`src/rtl/mult_pkg.sv`:
```
// Shared definitions for the shift-add multiplier controller: register
// function codes and the controller state encoding.
package mult_pkg;

  // Function codes driven to the x / y / accumulator registers
  localparam logic [1:0] HOLD   = 2'b00;
  localparam logic [1:0] LOAD   = 2'b01;
  localparam logic [1:0] SHIFTR = 2'b10;
  localparam logic [1:0] RESET  = 2'b11;

  typedef enum logic [2:0] {
    ST_IDLE,
    ST_LOAD,
    ST_TEST,
    ST_ADD,
    ST_SHIFT,
    ST_DONE
  } state_t;

endpackage

```
`src/rtl/mult_step_cnt.sv`:
```
// Multiplier step counter: cleared at operand load, advanced once per shift,
// flags the final step. Saturates at STEPS-1 so it can never wrap.
module mult_step_cnt #(
  parameter int STEPS = 4
) (
  input  logic clk,
  input  logic rst,
  input  logic clr,
  input  logic inc,
  output logic tc
);
  localparam int            CW   = $clog2(STEPS);
  localparam logic [CW-1:0] LAST = CW'(STEPS - 1);

  logic [CW-1:0] cnt;

  always_ff @(posedge clk) begin
    if (rst || clr)
      cnt <= '0;
    else if (inc && !tc)
      cnt <= cnt + 1'b1;
  end

  assign tc = (cnt == LAST);

endmodule

```
`src/rtl/mult_ctrl.sv`:
```
// Moore controller for a shift-add multiplier datapath (x, y, acc registers).
// Define MULT_CTRL_EARLY_EXIT_EN to finish as soon as the multiplier is zero.
module mult_ctrl
  import mult_pkg::*;
#(
  parameter int STEPS = 4
) (
  input  logic       clk,
  input  logic       rst,
  input  logic       start,
  input  logic       y_lsb,
  input  logic       y_zero,
  output logic [1:0] func_x,
  output logic [1:0] func_y,
  output logic [1:0] func_acc,
  output logic       x_sel,
  output logic       acc_sel,
  output logic       busy,
  output logic       done
);

  state_t state, state_n;
  logic   last_step;

`ifndef MULT_CTRL_EARLY_EXIT_EN
  // Multiplier-zero status only matters when early exit is built in
  logic unused_y_zero;
  assign unused_y_zero = y_zero;
`endif

  mult_step_cnt #(.STEPS(STEPS)) u_cnt (
    .clk (clk),
    .rst (rst),
    .clr (state == ST_LOAD),
    .inc (state == ST_SHIFT),
    .tc  (last_step)
  );

  always_ff @(posedge clk) begin
    if (rst)
      state <= ST_IDLE;
    else
      state <= state_n;
  end

  always_comb begin
    state_n  = state;
    func_x   = HOLD;
    func_y   = HOLD;
    func_acc = HOLD;
    x_sel    = 1'b0;
    acc_sel  = 1'b0;
    busy     = 1'b0;
    done     = 1'b0;
    case (state)
      ST_IDLE: begin
        if (start) state_n = ST_LOAD;
      end
      ST_LOAD: begin
        func_x   = LOAD;
        func_y   = LOAD;
        func_acc = RESET;
        busy     = 1'b1;
        state_n  = ST_TEST;
      end
      ST_TEST: begin
        busy = 1'b1;
`ifdef MULT_CTRL_EARLY_EXIT_EN
        if (y_zero)     state_n = ST_DONE;
        else if (y_lsb) state_n = ST_ADD;
        else            state_n = ST_SHIFT;
`else
        state_n = y_lsb ? ST_ADD : ST_SHIFT;
`endif
      end
      ST_ADD: begin
        func_acc = LOAD;
        acc_sel  = 1'b1;
        busy     = 1'b1;
        state_n  = ST_SHIFT;
      end
      ST_SHIFT: begin
        // Multiplicand doubles while the multiplier shifts toward its LSB
        func_x  = LOAD;
        x_sel   = 1'b1;
        func_y  = SHIFTR;
        busy    = 1'b1;
        state_n = last_step ? ST_DONE : ST_TEST;
      end
      ST_DONE: begin
        done    = 1'b1;
        state_n = ST_IDLE;
      end
      default: state_n = ST_IDLE;
    endcase
  end

endmodule

```
`config.mk`:
```
export PLATFORM = sky130hd
export DESIGN_NAME = mult_ctrl
export DESIGN_NICKNAME = d
export VERILOG_FILES = /design/src/rtl/mult_pkg.sv /design/src/rtl/mult_step_cnt.sv /design/src/rtl/mult_ctrl.sv
export SDC_FILE = /design/constraint.sdc
export NUM_CORES = 1
export LEC_CHECK = 0
export ABC_AREA = 0
export CORE_AREA = 2 2 39 41
export DETAILED_ROUTE_END_ITERATION = 16
export DIE_AREA = 0 0 41 43
export PLACE_DENSITY = 0.63
export SETUP_SLACK_MARGIN = 0.3
export SLEW_MARGIN = 10
export SYNTH_ARGS = -nofsm -noshare
export SYNTH_HDL_FRONTEND = slang
export SYNTH_SLANG_ARGS = --single-unit
```
`constraint.sdc`:
```
create_clock -name clk -period 1.6 [get_ports clk]
set_clock_uncertainty 0.05 [all_clocks]
set_input_delay 0.32 -clock clk [delete_from_list [all_inputs] [get_ports clk]]
set_output_delay 0.32 -clock clk [all_outputs]
set_load 0.005 [all_outputs]
```
==> results summary, run 1 <==
Among all stages on the critical path, the largest delay is contributed by dfxtp_2. The distinct cell type count of the synthesized netlist is 26. The mean area per synthesized cell is 9.43 µm². The pin count of the biggest net entering global routing is 8. The upper clock frequency limit is 647 MHz.

The kind of start point of the critical path is a register. VDD sags by at most 0.000624 V. The buffer levels on the longest clock path came out at 2. The via count of the first global-routing pass came out at 356. The count of buffers from port buffering came out at 12. The startpoint of the worst-slack reg-to-reg timing path is state[0]. Once placement completed, the tool counted placed cells totaling 73. Ranked by total cell area, the synthesized netlist is headed by dfxtp_1, nor4b_4, buf_6. The number of max-capacitance violations reported is 0. The number of design-rule violations left by the first detailed-router iteration is 6. The global-route wire length before repair is roughly 1400 µm.

The core area is 1380 µm². The run finished with clean final reports. The sum of buffers and inverters on the critical path came out at 2. Of the cells placed in the final design, the portion with a size suffix greater than 1 is 0.691. The initial antenna violation count is 0. At the end of routability-driven placement, the weighted congestion stood at 0.686. In the post-route analysis, the smallest setup slack over all paths is 0.0550 ns. The proportion of synthesized chip area in sequential cells is 0.259. The endpoint arrival time on the critical path is roughly 1.2 ns.

The CTS sink count came out at 5. Dividing total power by cell area gives a power density of 707 nW/µm². The overall fraction of global-route tracks in use is 0.114.

Of the post-synthesis cell area, the dominant cell type holds 0.259. The later-pin clock latency in the skew report is around 0.25 ns. Summed over all instances, the cell type with the most area after synthesis is dfxtp_1. The number of failing setup endpoints in the final timing report came out at 0. The cell sitting at the root of the clock tree is a clkbuf_4. The longest individual stage delay on the worst path is 0.32 ns. After global routing the overflow that remains totals 0. The number of CTS-inserted buffers is 3. Traced cell by cell, the critical path runs through nor3b_4, buf_4, or2_4, buf_6.

The final number of max-transition violations is 0. The pre-antenna-repair detailed-routing pass consisted of 4 iterations. After detailed routing, the total wire length is between 900 and 1000 µm. The endpoint required time on the critical path came out at 1.23 ns. The register bit count reported by yosys is 5.

The layout overhead on the synthesized area is 82.8%. The total number of vias is slightly below 400. The worst slack at placement is -0.108 ns. The final HPWL from detailed placement came out at between 500 and 600 µm. The launching element of the worst setup path is state[2]. dfxtp_1 is the most common cell in the netlist. The synthesized netlist cell count is 41. The cell family contributing the most delay on the critical path is simple AND/OR/NAND/NOR gates. The horizontal die dimension is 41 µm. TritonCTS built the clock tree. The critical path is of the register to primary output type. The diode insertion count for antenna repair came out at 0. The cell leakage power is 0.323 nW.

For this configuration, the core starts out at a cell density of 0.279. Setup repair after global routing could not meet its margin everywhere. The per-cell routed wire length is 11.2 µm. The design area is approximately 700 µm².

The site row count came out at 14. The cell area after placement came out at 557 µm². The post-layout net count came out at 75.

15 I/O pins were placed. The final critical path time including I/O delays and setup is 1.55 ns. The number of antenna-violating nets in the routed design came out at 0. The final-report hold violation count is 0.

The chip height is 43 µm. The final core area utilization came out at 0.511. The post-route non-filler standard cell count is 84. The async set or reset register ratio after synthesis came out at 0. The post-synthesis instance area came out at roughly 390 µm². CTS built an H-tree with a depth of 1.

The min-delay analysis places its worst path in the category register to register. The number of synthesis warnings is 0. For this run, the leading register cell type out of synthesis is dfxtp_1. The worst hold path begins at u_cnt.cnt[1]. The highest fanout seen on the critical path came out at 4.

The residual DRC count is 0. The minimum hold slack came out at 0.483 ns. The final clock period utilization by the worst path came out at 0.966. After detailed routing, the number of vias per cell comes to 4.60.

By count the netlist is led by dfxtp_1, nor2_1. The kind of end point of the critical path is a primary output. The number of nets produced by synthesis is 47. The clock edge transition at the registers on the reported setup and hold paths is 0.05 ns. The number of enable flip-flop cells after synthesis came out at 0.

The floorplan die area came out at between 1500 and 2000 µm². Buffers inserted to repair hold after CTS numbered 0.
[path summary, 6_finish.rpt]
check                      end  slack (ns)  depth (start not counted)
hold / removal    u_cnt.cnt[1]        0.48                          2
setup / recovery     func_x[0]        0.05                          4
setup reg to reg  u_cnt.cnt[1]        0.17                          5
hold reg to reg   u_cnt.cnt[1]        0.48                          2
[kinds of logic after synthesis]
logic type | synth area share
simple gates | 0.430
buf+inv | 0.129
flops | 0.259
compound gates | 0.0679
xor+xnor | 0.0453
fa+ha+maj | 0.0324
other cells | 0.00970
mux | 0.0259
[layout by cell type, fill, tap and decap left out]
cell type	count
dfxtp_2	1
buf_2	4
dfxtp_1	2
nor2b_1	1
inv_1	2
buf_4	9
xnor2_1	1
nor2_1	3
buf_6	12
and2_4	1
ha_1	1
nand2b_1	2
clkdlybuf4s50_1	3
nor2_4	1
o211ai_4	1
nor3_2	3
a32oi_1	1
nor3b_4	2
clkbuf_4	3
conb_1	1
and2b_2	1
nor3_1	1
a21oi_1	1
mux2i_1	1
and4bb_2	1
or4_4	1
clkinv_2	1
dfxtp_4	2
nor3b_2	1
nand2_1	1
xnor2_2	1
nor4b_4	1
or2_4	1
[registers in the layout, summed over array words and instances (netlist names)]
| name | cells |
|---|---|
| state | 3 |
| u_cnt.cnt | 2 |
[final cells by class]
| cell class | count | area, µm² |
|---|---|---|
| clock inverter | 1 | 5.00 |
| fill | 131 | 677 |
| timing repair buffer | 28 | 253 |
| inverter | 2 | 7.51 |
| sequential | 5 | 109 |
| tap | 16 | 20.0 |
| multi-input combinational | 29 | 290 |
| clock buffer | 3 | 22.5 |
[stage by stage]
step	TNS, ns	total power (W)
2_1_floorplan	0	0.000224
3_3_place_gp	-0.142	0.000299
3_5_place_dp	-0.195	0.000301
4_1_cts	0	0.000471
5_1_grt	0	0.000536
6_report	0	0.000500
[metal layers]
metal  up-vias  global-route usage  part of all wire
met5         -                   0                 0
met4         0                   0                 0
met3         0              0.0681              0.10
met2        19               0.206              0.54
met1       172               0.110              0.35
li1        195                   -                 -
[power breakdown]
group | internal (W) | switching, W
clock network | 0.0000909 | 0.0000607
logic | 0.000124 | 0.0000759
registers | 0.000133 | 0.0000155
[worst reg2reg max path, stage by stage, from the launching register on]
cell and delay [ns]:
dfxtp_4 0.37, buf_6 0.13, buf_6 0.12, nor4b_4 0.34, mux2i_1 0.26, nor3_2 0.05
[what timing repair did]
item | 4_1_cts | 5_1_grt
buffers inserted | 6 | 1
gates resized for setup | 51 | 12
endpoints found under the setup margin | 14 | 14
pin swaps | 9 | 4
(Power assumes the default switching activity.)
==> inputs of run 2 (changes only) <==
--- a/config.mk
+++ b/config.mk
@@ -15,3 +15,4 @@
 export SYNTH_ARGS = -nofsm -noshare
 export SYNTH_HDL_FRONTEND = slang
 export SYNTH_SLANG_ARGS = --single-unit
+export TNS_END_PERCENT = 100
==> results of run 2 <==
No change in the layout: final DEF, timing and power equal those of run 1.
==> inputs of run 3 (changes only) <==
--- a/config.mk
+++ b/config.mk
@@ -11,7 +11,7 @@
 export DIE_AREA = 0 0 41 43
 export PLACE_DENSITY = 0.63
 export SETUP_SLACK_MARGIN = 0.3
-export SLEW_MARGIN = 10
+export SLEW_MARGIN = 0
 export SYNTH_ARGS = -nofsm -noshare
 export SYNTH_HDL_FRONTEND = slang
 export SYNTH_SLANG_ARGS = --single-unit
==> constraint.sdc (replaced) <==
create_clock -name clk -period 1.7 [get_ports clk]
set_clock_uncertainty 0.05 [all_clocks]
set_input_delay 0.34 -clock clk [delete_from_list [all_inputs] [get_ports clk]]
set_output_delay 0.34 -clock clk [all_outputs]
set_load 0.005 [all_outputs]
==> results summary, run 3 (synthesis gave the netlist of run 1 again) <==
The flow ran to the end, and the final reports show no timing, DRC or antenna violations. Port buffering added 12 buffers. The horizontal die dimension is 41 µm. The cell leakage power came out at 0.311 nW. The initial antenna violation count is 0. The residual DRC count came out at 0. Dividing the final minimum period by the clock period gives 0.927. The clock net in this run drives a total of 5 sinks. The site row count is 14.

The diode insertion count for antenna repair is 0. The final HPWL from detailed placement is a little under 600 µm. The post-layout net count came out at 77. The via count of the first global-routing pass was 329.

Clock tree synthesis selected as its root buffer the cell clkbuf_4. The floorplan die area is 1760 µm². The internal power came out at 0.000321 W. The H-tree depth reported by CTS came out at 1. From bottom edge to top edge, the die measures between 40 and 50 µm. The number of CTS-inserted buffers is 3. The number of hold buffers added after CTS was 0. The worst setup path is of the register to primary output kind. The min-delay analysis places its worst path in the category register to register. Dividing the detail-routed wire length by the instance count gives 10.7 µm. The smallest setup slack after layout is 0.124 ns. The number of antenna-violating nets in the routed design came out at 0. The combinational cell fraction of total power came out at 0.388. The number of max-capacitance violations reported came out at 0. The final RePlAce weighted congestion is roughly 0.70. The part of the total power dissipated in sequential elements is 0.317. The number of design-rule violations left by the first detailed-router iteration is 2. Global routing finished with a remaining overflow of 0. Compared with the post-synthesis result, the final layout area differs by 75.1%. The clock reaches the later pin of the worst-skew pair after 0.23 ns. The worst-case IR drop observed on VDD is 0.000435 V. The kind of start point of the critical path is a register. The final layout contains routed wiring with a total length of 922 µm. The commonest non-fill, non-tap cell in the layout is buf_4. The buffer levels on the longest clock path came out at 2. The endpoint arrival time on the critical path is 1.19 ns. The cell area power density came out at about 650 nW/µm². The final number of max-transition violations came out at 0. The worst slack at placement came out at 0.0000557 ns. The library cells used most frequently in the layout, excluding fill and tap cells, are buf_4, buf_2, buf_6. The worst setup path is captured at a primary output. The power spent charging and discharging nets came out at between 0.0001 and 0.00015 W. The largest registers in the layout are state (3), u_cnt.cnt (2). The flip-flop count of the largest register, all copies and words added came out at 3. Of all nets on the critical path, the largest fanout is 4. For the final routed database, the setup TNS stands at 0 ns. TritonCTS built the clock tree.

Clock-pin slew was measured on the worst setup and hold paths at 0.04 ns. The final core area utilization is 0.489. The average via count per standard cell came out at 4.50.

Entering global routing, the biggest net connects 7 pins. Of the total power, the clock network draws 0.295. The switching part of the total is 0.269. The total number of vias came out at 387. At the worst endpoint, the required time is 1.31 ns. The final-report hold violation count is 0. Setup repair after global routing could not meet its margin everywhere. The core area is 1380 µm². The pre-antenna-repair detailed-routing pass consisted of 2 iterations. The global-route wire length before repair came out at 1330 µm. The overall fraction of global-route tracks in use is 0.111.

The number of top-level pins is 15. The upper clock frequency limit is 635 MHz. Counting I/O delays and the setup requirement, the final critical path takes 1.58 ns. The initial core utilization is 0.279. The overall power is 0.000440 W. The most flop-heavy register is state. The number of failing setup endpoints in the final timing report came out at 0. The share of final-layout standard cells stronger than drive strength 1 came out at 0.657.
## run 3: worst paths after layout
kind                              startpoint            to  slack, ns  depth (start not counted)
worst max register to register      state[0]  u_cnt.cnt[0]       0.31                          6
worst max-delay path                state[2]     func_x[0]       0.12                          4
worst min-delay path            u_cnt.cnt[1]  u_cnt.cnt[1]       0.48                          2
worst min register to register  u_cnt.cnt[1]  u_cnt.cnt[1]       0.48                          2
## run 3: worst max-delay path, cell delays in order (launching register included)
cell and delay (ns):
dfxtp_2 0.33, nor3b_4 0.15, buf_4 0.13, or2_4 0.22
buf_6 0.11
## run 3: cell type report
| cell class | count | area (µm²) |
|---|---|---|
| repair buffers | 30 | 240 |
| fillers | 143 | 707 |
| flip-flops and latches | 5 | 109 |
| clock buffers | 4 | 26.3 |
| multi-input cells | 29 | 274 |
| well taps | 16 | 20.0 |
| inverters | 2 | 7.51 |
## run 3: power groups by stage
stage	sequential [W]	clock, W	combinational (W)
after global placement	0.000138	0	0.000140
after CTS	0.000138	0.000139	0.000158
after detailed placement	0.000137	0	0.000140
final	0.000139	0.000130	0.000170
after global routing	0.000140	0.000146	0.000186
after floorplan	0.000130	0	0.0000794
## run 3: routing by layer
metal,part of all wire,up-vias,global-route usage
met2,0.59,12,0.191
li1,-,196,-
met4,0,0,0.0200
met5,0,-,0
met3,0.060,0,0.0471
met1,0.35,179,0.119
## run 3: what timing repair did
action / in CTS / in global routing
setup endpoints to repair: 9 / 13
resized for setup: 41 / 10
pin swaps: 5 / 5
setup buffers: 8 / 2
endpoints found under the hold margin: 0 / 0
## run 3: per-stage QoR
stage,hold WS (ns),instance area [µm²],cells
2_1_floorplan,0.360,392,41
3_3_place_gp,0.473,549,72
3_5_place_dp,0.483,549,72
4_1_cts,0.493,644,84
5_1_grt,0.534,677,86
6_report,0.481,677,86
